==> src/rtl/aes_stream_wrapper.sv <==
// rtl/aes_stream_wrapper.sv - Bus front end that queues AES key/data commands and buffers ciphertext results
// Define AES_WRAP_IRQ_EN to build the interrupt output and the irq_en register at address 12.
module aes_stream_wrapper #(
    parameter int CMD_DEPTH = 4,
    parameter int RES_DEPTH = 4
) (
    input  logic         iClk,
    input  logic         iReset,
    input  logic         iChipSelect_n,
    input  logic         iWrite_n,
    input  logic         iRead_n,
    input  logic [3:0]   iAddress,
    input  logic [31:0]  iData,
    output logic [31:0]  oData,
    output logic [127:0] oCoreData,
    output logic         oCoreLoadKey,
    output logic         oCoreLoadData,
    input  logic         iCoreReady,
    input  logic         iCoreValid,
    input  logic [127:0] iCoreResult,
    output logic         oIrq
);
    localparam int CAW = $clog2(CMD_DEPTH);
    localparam int RAW = $clog2(RES_DEPTH);
    localparam logic [CAW:0] CMD_MAX = (CAW+1)'(CMD_DEPTH);
    localparam logic [RAW:0] RES_MAX = (RAW+1)'(RES_DEPTH);

    typedef enum logic [1:0] {S_IDLE, S_LOAD, S_WAIT} state_t;
    state_t state_q, state_d;

    logic wr_en, rd_en, push_req, pop_req, clr_req;
    assign wr_en    = ~iChipSelect_n & ~iWrite_n;
    assign rd_en    = ~iChipSelect_n & ~iRead_n;
    assign push_req = wr_en & ((iAddress == 4'd4) | (iAddress == 4'd5));
    assign pop_req  = wr_en & (iAddress == 4'd10);
    assign clr_req  = wr_en & (iAddress == 4'd11);

    logic [127:0] stage_q;
    always_ff @(posedge iClk or posedge iReset) begin
        if (iReset) begin
            stage_q <= '0;
        end else if (wr_en && iAddress[3:2] == 2'b00) begin
            stage_q[{~iAddress[1:0], 5'd0} +: 32] <= iData;
        end
    end

    // Command FIFO entry: {is_key, word}; address 5 (key) has bit 0 set.
    logic [128:0]   cmd_mem [CMD_DEPTH];
    logic [CAW-1:0] cmd_wptr_q, cmd_rptr_q;
    logic [CAW:0]   cmd_cnt_q;
    logic           cmd_full, cmd_empty, cmd_push, cmd_pop;
    logic [128:0]   cmd_head;
    assign cmd_full  = (cmd_cnt_q == CMD_MAX);
    assign cmd_empty = (cmd_cnt_q == '0);
    assign cmd_push  = push_req & ~cmd_full;
    assign cmd_head  = cmd_mem[cmd_rptr_q];

    always_ff @(posedge iClk) begin
        if (cmd_push) cmd_mem[cmd_wptr_q] <= {iAddress[0], stage_q};
    end

    logic [127:0]   res_mem [RES_DEPTH];
    logic [RAW-1:0] res_wptr_q, res_rptr_q;
    logic [RAW:0]   res_cnt_q;
    logic           res_full, res_empty, res_push, res_pop;
    logic [127:0]   res_word;
    assign res_full  = (res_cnt_q == RES_MAX);
    assign res_empty = (res_cnt_q == '0);
    assign res_pop   = pop_req & ~res_empty;
    assign res_word  = res_empty ? '0 : res_mem[res_rptr_q];

    always_ff @(posedge iClk) begin
        if (res_push) res_mem[res_wptr_q] <= iCoreResult;
    end

    always_ff @(posedge iClk or posedge iReset) begin
        if (iReset) begin
            cmd_wptr_q <= '0;
            cmd_rptr_q <= '0;
            cmd_cnt_q  <= '0;
            res_wptr_q <= '0;
            res_rptr_q <= '0;
            res_cnt_q  <= '0;
        end else begin
            cmd_wptr_q <= cmd_wptr_q + CAW'(cmd_push);
            cmd_rptr_q <= cmd_rptr_q + CAW'(cmd_pop);
            cmd_cnt_q  <= cmd_cnt_q + (CAW+1)'(cmd_push) - (CAW+1)'(cmd_pop);
            res_wptr_q <= res_wptr_q + RAW'(res_push);
            res_rptr_q <= res_rptr_q + RAW'(res_pop);
            res_cnt_q  <= res_cnt_q + (RAW+1)'(res_push) - (RAW+1)'(res_pop);
        end
    end

    // Only one command is ever in flight, so a free result slot at issue time
    // guarantees the WAIT push cannot overflow.
    logic         key_q;
    logic [127:0] core_data_q;
    always_comb begin
        state_d  = state_q;
        cmd_pop  = 1'b0;
        res_push = 1'b0;
        case (state_q)
            S_IDLE: if (!cmd_empty && iCoreReady && (cmd_head[128] || !res_full)) begin
                cmd_pop = 1'b1;
                state_d = S_LOAD;
            end
            S_LOAD: state_d = key_q ? S_IDLE : S_WAIT;
            S_WAIT: if (iCoreValid) begin
                res_push = 1'b1;
                state_d  = S_IDLE;
            end
            default: state_d = S_IDLE;
        endcase
    end

    always_ff @(posedge iClk or posedge iReset) begin
        if (iReset) begin
            state_q     <= S_IDLE;
            key_q       <= 1'b0;
            core_data_q <= '0;
        end else begin
            state_q <= state_d;
            if (cmd_pop) {key_q, core_data_q} <= cmd_head;
        end
    end

    assign oCoreData     = core_data_q;
    assign oCoreLoadKey  = (state_q == S_LOAD) & key_q;
    assign oCoreLoadData = (state_q == S_LOAD) & ~key_q;

    logic cmd_of_q, res_uf_q;
    always_ff @(posedge iClk or posedge iReset) begin
        if (iReset) begin
            cmd_of_q <= 1'b0;
            res_uf_q <= 1'b0;
        end else begin
            if (push_req && cmd_full)       cmd_of_q <= 1'b1;
            else if (clr_req && iData[0])   cmd_of_q <= 1'b0;
            if (pop_req && res_empty)       res_uf_q <= 1'b1;
            else if (clr_req && iData[1])   res_uf_q <= 1'b0;
        end
    end

`ifdef AES_WRAP_IRQ_EN
    logic [1:0] irq_en_q;
    logic       irq_q;
    always_ff @(posedge iClk or posedge iReset) begin
        if (iReset) begin
            irq_en_q <= 2'b00;
            irq_q    <= 1'b0;
        end else begin
            if (wr_en && iAddress == 4'd12) irq_en_q <= iData[1:0];
            irq_q <= (irq_en_q[0] & ~res_empty) | (irq_en_q[1] & (cmd_of_q | res_uf_q));
        end
    end
    assign oIrq = irq_q;
`else
    assign oIrq = 1'b0;
`endif

    logic [31:0] rdata, data_q;
    always_comb begin
        rdata = '0;
        case (iAddress)
            4'd0, 4'd1, 4'd2, 4'd3: rdata = stage_q[{~iAddress[1:0], 5'd0} +: 32];
            4'd6:  rdata = res_word[127:96];
            4'd7:  rdata = res_word[95:64];
            4'd8:  rdata = res_word[63:32];
            4'd9:  rdata = res_word[31:0];
            4'd10: rdata = {25'd0, res_uf_q, cmd_of_q, (state_q != S_IDLE),
                            res_full, cmd_empty, cmd_full, ~res_empty};
            4'd11: rdata = {16'd0, 8'(res_cnt_q), 8'(cmd_cnt_q)};
`ifdef AES_WRAP_IRQ_EN
            4'd12: rdata = {30'd0, irq_en_q};
`endif
            default: rdata = '0;
        endcase
    end

    always_ff @(posedge iClk or posedge iReset) begin
        if (iReset)     data_q <= '0;
        else if (rd_en) data_q <= rdata;
    end
    assign oData = data_q;

endmodule
==> config.mk <==
export PLATFORM = sky130hd
export DESIGN_NAME = aes_stream_wrapper
export DESIGN_NICKNAME = d
export VERILOG_FILES = /design/src/rtl/aes_stream_wrapper.sv
export SDC_FILE = /design/constraint.sdc
export NUM_CORES = 1
export LEC_CHECK = 0
export CORE_MARGIN = 4
export CORE_UTILIZATION = 30
export CTS_CLUSTER_DIAMETER = 50
export DETAILED_ROUTE_END_ITERATION = 6
export PLACE_DENSITY = 0.55
export REMOVE_ABC_BUFFERS = 1
export SLEW_MARGIN = 0
export SYNTH_ARGS = -nofsm -noshare
export SYNTH_HDL_FRONTEND = slang
export SYNTH_SLANG_ARGS = --single-unit
==> constraint.sdc <==
create_clock -name iClk -period 20.7 [get_ports iClk]
set_input_delay 4.14 -clock iClk [delete_from_list [all_inputs] [get_ports iClk]]
set_output_delay 4.14 -clock iClk [all_outputs]
set_load 0.03 [all_outputs]
==> results of run 1 <==
## flip-flops by register name (all words and copies together) (netlist names)
signal,cells
state_q,2
res_wptr_q,2
cmd_of_q,1
oCoreData,128
key_q,1
res_cnt_q,3
res_uf_q,1
cmd_cnt_q,3
stage_q,128
cmd_wptr_q,2
res_rptr_q,2
cmd_rptr_q,2
res_mem,512
oData,32
cmd_mem,516
## kinds of logic (layout without fill, tap and decap cells)
group | count (synthesis) | count (layout) | synth area share
multiplexers | 546 | 546 | 0.1497
XOR/XNOR | 10 | 10 | 0.001716
AO/OA/AOI/OAI | 322 | 322 | 0.03825
other | 1 | 18 | 0.00007349
adder cells (fa/ha/maj) | 15 | 15 | 0.003972
buffers and inverters | 196 | 677 | 0.01689
AND/OR/NAND/NOR | 390 | 390 | 0.03381
flip-flops | 1335 | 1335 | 0.7555
## final timing paths
check,from,to,cells past startpoint
worst max-delay path,iAddress[1],cmd_mem[3][111],10
worst min-delay path,oData[17],oData[17],2
worst max register to register,res_rptr_q[1],oData[28],6
worst min register to register,oData[17],oData[17],2
max in group asynchronous,iReset,stage_q[49],4
min in group asynchronous,iReset,oCoreData[12],2
## worst max-delay path: stages
cell,delay [ps]
buf_2,90
buf_4,330
inv_1,230
ha_1,380
nor2_1,90
nor4bb_1,410
nand2_1,270
inv_1,140
and3_4,590
buf_4,730
## area by class of cell
class	count	share of cell area
clock inverter	78	0.01428
timing repair buffer	371	0.05973
tap	2218	0.04485
inverter	33	0.002123
clock buffer	195	0.06468
sequential	1335	0.6232
antenna	17	0.0006875
multi-input combinational	1284	0.1905
## power breakdown
part	total (W)	switching (W)	internal (W)
Combinational	0.00172	0.000933	0.000783
Clock	0.00260	0.00109	0.00151
Sequential	0.00333	0.000189	0.00315
## stage by stage
| stage | utilization | instances | area [sq um] |
|---|---|---|---|
| 6_report | 0.3655 | 5531 | 61880 |
| 5_1_grt | 0.3654 | 5518 | 61850 |
| 4_1_cts | 0.3653 | 5514 | 61840 |
| 3_5_place_dp | 0.3364 | 5241 | 56950 |
| 3_3_place_gp | 0.3364 | 5241 | 56950 |
| 2_1_floorplan | - | 2652 | 50290 |
## cell usage after synthesis, types with 22 or more instances
master       n  area, sq um
mux2_2      41        461.7
dfrtp_1    307         7682
o22ai_1    134        838.3
mux2_1      88        991.0
nand2_1    290         1089
inv_1       33        123.9
edfxtp_1  1028        30870
mux4_2     161         3626
clkbuf_1    85        319.1
o21ai_0    129        645.6
mux2i_1    256         2562
buf_2       62        310.3
o221ai_1    22        192.7
nor4_1      32        200.2
## metal layers
metal / vias up / routed length (microns) / GRT usage
li1: 11790 / - / -
met1: 13450 / 52300 / 0.1763
met2: 583 / 67580 / 0.2565
met3: 244 / 7584 / 0.04104
met4: 34 / 4535 / 0.05449
met5: - / 190 / 0
==> impl_metrics.toml, run 1 <==
[run_status]
run_status = "finished, final reports clean"

[logic_synthesis]
synthesis.area_sq_um = 51030
syn_avg_cell_area_sq_um = 18.13
synth_top_flop_cell = "edfxtp_1"
seq_area_frac_synth = 0.7555
synth-async-reset-ratio = 0.2300
synthCells = 2815
yosys_register_bits = 1335
synthDistinctLibCells = 51
yosysWarningCount = 0
post_synth_edffs = 1028

[die]
boundaryPins = 334
die_width_microns = 420.4
fp.dieH_microns = 420.4
die-area_sq_um = 176700
coreArea_sq_um = 169300
initial_core_util = 0.3014
placementRows = 151

[power_and_ir_drop]
peakVddDrop_uv = 95.43
power_density_nw_per_um2 = 123.6
power.leakage_nw = 20.74
report.power.total_w = 0.007650

[sta]
setup_ws_ps = 13490
finalHoldViolCount = 0
unrepaired_setup_endpoints_after_global_routing = "no"
post-route-min-period_ps = 7209
setup_total_negative_slack_ps = 0
slew_headroom = 0.1429
max_freq_mhz = 138.7
timing.final.setup_violations = 0
hold_ws_ps = 485.1
finalClockSkew_ps = 33.91
worstMarginPinSlew_ps = 1286
slew_viols_final = 0
layout_worst_path_cycle_share = 0.3482

[place]
port-buffer-count = 332
place_congestion = 0.7542
detailedPlace.worstSlack_ps = 12660
final_hpwl_dp_microns = 77950

[clocking]
insertion_delay_ps = 780
cts-resized-gates = 0
clock_sinks = 1335
post-cts-setup-buffers = 0
cts_htree_levels = 4
clkSlewWorstSetupHoldPaths_ps = 50
cts-buffers-inserted = 148
ctsLongestPathBuffers = 3
cts_tree = "done"
hold_fix_buffers_cts = 0
cts.root.buffer_cell = "clkbuf_16"

[detailed_routing]
detail_route.iter0.violations = 1885
drtPass1Iterations = 5
antenna_left = 0
num_vias = 26100
avgViaCountPerCell = 4.718
drc = 0
postRouteWirelength_microns = 132200
drt-wirelength-per-cell_microns = 23.90

[worst_setup_path]
arrival_ps = 7600
endpoint_type_of_the_worst_setup_path = "register"
crit_path_max_fanout = 50
required_time_worst_endpoint_ps = 21090
critPathKind = "input port to register"
setup.worst_path.start_class = "input port"
r2r_setup_slack_ps = 16520

[final_layout]
regArea_sq_um = 38560
fin_nets = 3359
mostFrequentLayoutCells = "1028 x edfxtp_1, 330 x clkdlybuf4s50_1, 304 x dfrtp_1"
multiInputGateArea_sq_um = 11790
areaGrowthSynthToFinish_pct = 21.27
drive_above_1_share = 0.1505
fillCellCount = 15670
mostFrequentLayoutCell = "edfxtp_1"

[grt]
grt_pass1_wl_microns = 190100
grt_pass1_vias = 26780
antenna_found_initial = 43
global_route.overflow_total = 0
largest_net_degree_at_the_start_of_global_routing = 131
global_route.usage.total = 0.1483

[worst_hold_path]
hold_path.class = "register to register"

[job]
max-cap-violations = 0
Power figures use the tool's default switching activity.
==> run 2, diff against run 1 <==
--- a/config.mk
+++ b/config.mk
@@ -9,7 +9,7 @@
 export CORE_UTILIZATION = 30
 export CTS_CLUSTER_DIAMETER = 50
 export DETAILED_ROUTE_END_ITERATION = 6
-export PLACE_DENSITY = 0.55
+export PLACE_DENSITY = 0.57
 export REMOVE_ABC_BUFFERS = 1
 export SLEW_MARGIN = 0
 export SYNTH_ARGS = -nofsm -noshare
==> constraint.sdc (replaced) <==
create_clock -name iClk -period 5.85 [get_ports iClk]
set_input_delay 1.17 -clock iClk [delete_from_list [all_inputs] [get_ports iClk]]
set_output_delay 1.17 -clock iClk [all_outputs]
set_load 0.03 [all_outputs]
==> impl_metrics.toml, run 2 (synthesis gave the netlist of run 1 again) <==
[run_status]
run_status = "finished, final reports clean"

[worst_setup_path]
critPathKind = "input port to register"
arrival_ps = 4460
critical-path-slowest-cell = "nor4_2"
endpoint_type_of_the_worst_setup_path = "register"
delay_of_the_slowest_critical_path_stage_ps = 1270
crit_chain = "clkdlybuf4s50_1, nor4_2, nand2_4, nand2_1, o21ai_0"
worstRegToRegCells = 4
required_time_worst_endpoint_ps = 6460
crit_path_max_fanout = 64
setup.worst_path.start_class = "input port"

[die]
die-area_sq_um = 176700
die_width_microns = 420.4
initial_core_util = 0.3014
placementRows = 151
boundaryPins = 334
coreArea_sq_um = 169300
fp.dieH_microns = 420.4

[grt]
global_route.usage.total = 0.1500
grt_pass1_vias = 27130
grt_pass1_wl_microns = 192600
global_route.overflow_total = 0
largest_net_degree_at_the_start_of_global_routing = 131
antenna_found_initial = 48

[clocking]
hold_fix_buffers_cts = 0
insertion_delay_ps = 790
post-cts-setup-buffers = 0
cts.root.buffer_cell = "clkbuf_16"
clkSlewWorstSetupHoldPaths_ps = 60
cts_tree = "done"
clock_sinks = 1335
cts-buffers-inserted = 150
ctsLongestPathBuffers = 3
cts_htree_levels = 4
cts-resized-gates = 0

[final_layout]
mostFrequentLayoutCell = "edfxtp_1"
drive_above_1_share = 0.1558
stdcell_area_sq_um = 62240
mostFrequentLayoutCells = "1028 x edfxtp_1, 330 x clkdlybuf4s50_1, 304 x dfrtp_1"
top_register = "cmd_mem"
areaGrowthSynthToFinish_pct = 21.99
reg.largest.list = "cmd_mem (516), res_mem (512)"
largest_register_ff_count = 516
fin_nets = 3394

[worst_hold_path]
hold_path.class = "register to register"
min_path_cells = 2

[power_and_ir_drop]
peakVddDrop_uv = 387.3
internal_power_w = 0.01911
switching_power_summed_over_all_nets_w = 0.007914
seqPwrFrac = 0.439
power.share.clock = 0.337
report.power.total_w = 0.02703
comb_power_share = 0.224
switching_part_of_the_total_power = 0.2928
power.leakage_nw = 20.93
power_density_nw_per_um2 = 434.2

[job]
max-cap-violations = 0

[place]
final_hpwl_dp_microns = 83790
port-buffer-count = 332
detailedPlace.worstSlack_ps = 1145
placed_cell_area_sq_um = 57340
place_congestion = 0.7364

[sta]
timing.final.setup_violations = 0
slew_headroom = 0.07459
unrepaired_setup_endpoints_after_global_routing = "no"
setup_ws_ps = 1996
hold_ws_ps = 483.0
slew_viols_final = 0
max_freq_mhz = 259.5
worstMarginPinSlew_ps = 1377
post-route-min-period_ps = 3854
layout_worst_path_cycle_share = 0.6589
finalHoldViolCount = 0
finalClockSkew_ps = 24.03

[detailed_routing]
detail_route.iter0.violations = 1812
drt-wirelength-per-cell_microns = 23.97
postRouteWirelength_microns = 133600
antenna_left = 0
drtPass1Iterations = 6
drc = 0
num_vias = 26460
avgViaCountPerCell = 4.749
==> run 2: cell type report <==
class,count,area [sq um]
multi-input combinational,1284,11790
sequential,1335,38560
clock inverter,75,854.6
fill,15620,107000
clock buffer,201,3995
antenna,23,57.56
tap,2218,2775
timing repair buffer,404,4081
inverter,33,131.4
==> run 2: metal layers <==
metal	vias to the layer above	GRT usage	wire, microns
met5	-	0	171
met4	28	0.05803	4321
met3	208	0.03825	8023
met2	650	0.2565	67930
met1	13710	0.1818	53140
li1	11870	-	-
==> run 2: worst paths after layout <==
| check | startpoint | endpoint | slack [ps] |
|---|---|---|---|
| worst max-delay path | iAddress[3] | stage_q[15] | 2000 |
| worst min-delay path | oData[30] | oData[30] | 480 |
| worst max register to register | cmd_rptr_q[0] | oCoreData[60] | 2540 |
| worst min register to register | oData[30] | oData[30] | 480 |
| max in group asynchronous | iReset | oCoreData[55] | 3840 |
| min in group asynchronous | iReset | oCoreData[76] | 900 |
==> run 2: worst max-delay path: cells and delay by family <==
kind / cells / cell delay (ps)
simple gates: 3 / 2280
compound gates: 1 / 120
buf+inv: 1 / 790
==> run 2: stage by stage <==
step,instances,TNS (ps),util
2_1_floorplan,2652,-6690740,-
3_3_place_gp,5274,0,0.3387
3_5_place_dp,5274,0,0.3387
4_1_cts,5550,0,0.3674
5_1_grt,5557,0,0.3675
6_report,5573,0,0.3677
==> run 2: power groups by stage <==
| stage | Sequential [W] | Clock [W] | Combinational [W] |
|---|---|---|---|
| final | 0.0119 | 0.00910 | 0.00605 |
| after global routing | 0.0120 | 0.00976 | 0.00647 |
| after global placement | 0.0121 | 0 | 0.00618 |
| after detailed placement | 0.0121 | 0 | 0.00621 |
| after floorplan | 0.0132 | 0 | 0.00334 |
| after CTS | 0.0119 | 0.00936 | 0.00623 |
==> run 3, diff against run 2 <==
--- a/config.mk
+++ b/config.mk
@@ -9,7 +9,7 @@
 export CORE_UTILIZATION = 30
 export CTS_CLUSTER_DIAMETER = 50
 export DETAILED_ROUTE_END_ITERATION = 6
-export PLACE_DENSITY = 0.57
+export PLACE_DENSITY = 0.55
 export REMOVE_ABC_BUFFERS = 1
 export SLEW_MARGIN = 0
 export SYNTH_ARGS = -nofsm -noshare
==> constraint.sdc (replaced) <==
create_clock -name iClk -period 3.8 [get_ports iClk]
set_input_delay 0.76 -clock iClk [delete_from_list [all_inputs] [get_ports iClk]]
set_output_delay 0.76 -clock iClk [all_outputs]
set_load 0.03 [all_outputs]
==> impl_metrics.toml, run 3 (synthesis gave the netlist of run 1 again) <==
[worst_setup_path]
critPathKind = "register to output port"
endpoint_type_of_the_worst_setup_path = "output port"
worstRegToRegCells = 4
r2r_setup_slack_ps = 930
timing.rr.start = "cmd_rptr_q[0]"
crit_path_max_fanout = 7
critical_path.reg2reg.endpoint = "oCoreData[18]"
arrival_ps = 2240
setup.worst_path.start_class = "register"
required_time_worst_endpoint_ps = 3040

[grt]
antenna_found_initial = 38
global_route.usage.total = 0.1514
largest_net_degree_at_the_start_of_global_routing = 130
grt_pass1_wl_microns = 195100
grt_pass1_vias = 27580
global_route.overflow_total = 0

[final_layout]
layout.cells.non_filler = 5610
fin_nets = 3435
utilization_after_layout = 0.3728
largest_register_ff_count = 516
reg.largest.list = "cmd_mem (516), res_mem (512)"
areaGrowthSynthToFinish_pct = 23.67
mostFrequentLayoutCell = "edfxtp_1"
top_register = "cmd_mem"
mostFrequentLayoutCells = "1028 x edfxtp_1, 330 x clkdlybuf4s50_1, 304 x dfrtp_1"
drive_above_1_share = 0.1713

[sta]
unrepaired_setup_endpoints_after_global_routing = "no"
setup_total_negative_slack_ps = 0
finalHoldViolCount = 0
timing.final.setup_violations = 0
post-route-min-period_ps = 3000
max_freq_mhz = 333.3
slew_headroom = 0.3054
finalClockSkew_ps = 28.88
layout_worst_path_cycle_share = 0.7896
worstMarginPinSlew_ps = 1042
setup_ws_ps = 799.6
slew_viols_final = 0
hold_ws_ps = 437.0

[detailed_routing]
num_vias = 26580
postRouteWirelength_microns = 134500
drc = 0
detail_route.iter0.violations = 1800
drt-wirelength-per-cell_microns = 23.97
avgViaCountPerCell = 4.739
antenna_left = 0
drtPass1Iterations = 5

[place]
place_congestion = 0.7870
final_hpwl_dp_microns = 85860
placedCellCount = 5316
port-buffer-count = 332
detailedPlace.worstSlack_ps = 198.2

[clocking]
ctsLongestPathBuffers = 3
cts-buffers-inserted = 149
clock_sinks = 1335
cts_htree_levels = 4
cts.root.buffer_cell = "clkbuf_16"
cts_tree = "done"
hold_fix_buffers_cts = 0
insertion_delay_ps = 780
cts-resized-gates = 0
post-cts-setup-buffers = 0
clkSlewWorstSetupHoldPaths_ps = 60

[die]
initial_core_util = 0.3014
placementRows = 151
coreArea_sq_um = 169300
die-area_sq_um = 176700
boundaryPins = 334
fp.dieH_microns = 420.4
die_width_microns = 420.4

[power_and_ir_drop]
power.leakage_nw = 21.37
power_density_nw_per_um2 = 670.7
peakVddDrop_uv = 686.4

[run_status]
run_status = "finished, final reports clean"

[job]
max-cap-violations = 0

[worst_hold_path]
hold_path.class = "input port to async pin"
run 3: changes by cell type in the layout (fill, tap and decap cells not counted), sizes merged:
cell / previous run / this run
buf: 74 / 116
clkinv: 52 / 41
diode: 23 / 17
inv: 47 / 53
bufinv: 6 / 10
clkbuf: 201 / 202
clkinvlp: 3 / 4
run 3: per-layer routing:
| metal | share of wire | up-vias | wire, microns | global-route usage |
|---|---|---|---|---|
| met3 | 0.058 | 225 | 7799 | 0.04100 |
| met4 | 0.029 | 26 | 3898 | 0.05078 |
| met5 | 0.0013 | - | 169 | 0 |
| met1 | 0.40 | 13730 | 53640 | 0.1816 |
| li1 | - | 11970 | - | - |
| met2 | 0.51 | 630 | 68960 | 0.2629 |
run 3: worst max-delay path, cell delays in order (launching register included):
cell and delay, ps:
dfrtp_1 470, nor3b_1 290, clkdlybuf4s50_1 730
run 3: cell type report:
class	instances	area, sq um
Fill cell	15610	106200
Tap cell	2218	2775
Inverter	33	131.4
Multi-Input combinational cell	1284	11790
Timing Repair Buffer	446	4760
Clock buffer	202	4182
Antenna cell	17	42.54
Sequential cell	1335	38560
Clock inverter	75	863.3
run 3: report_power, final:
group | switching, W | internal, W
Clock | 0.00599 | 0.00854
Combinational | 0.00530 | 0.00446
Sequential | 0.000906 | 0.0171
run 3: worst max path at each step:
stage          slack, ps  cells past startpoint             to     startpoint
2_1_floorplan     -11070                      2  res_mem[1][0]     iCoreValid
3_3_place_gp         160                     10   cmd_cnt_q[2]       iWrite_n
3_5_place_dp         200                     10   cmd_cnt_q[2]  iChipSelect_n
4_1_cts              690                      2  oCoreLoadData     state_q[0]
5_1_grt              640                      2  oCoreLoadData     state_q[0]
6_report             800                      2  oCoreLoadData     state_q[0]
run 3: stage by stage:
step | total power [W] | instance area [sq um]
2_1_floorplan | 0.02472 | 50290
3_3_place_gp | 0.02838 | 58020
3_5_place_dp | 0.02843 | 58020
4_1_cts | 0.04307 | 63060
5_1_grt | 0.04417 | 63070
6_report | 0.04232 | 63100
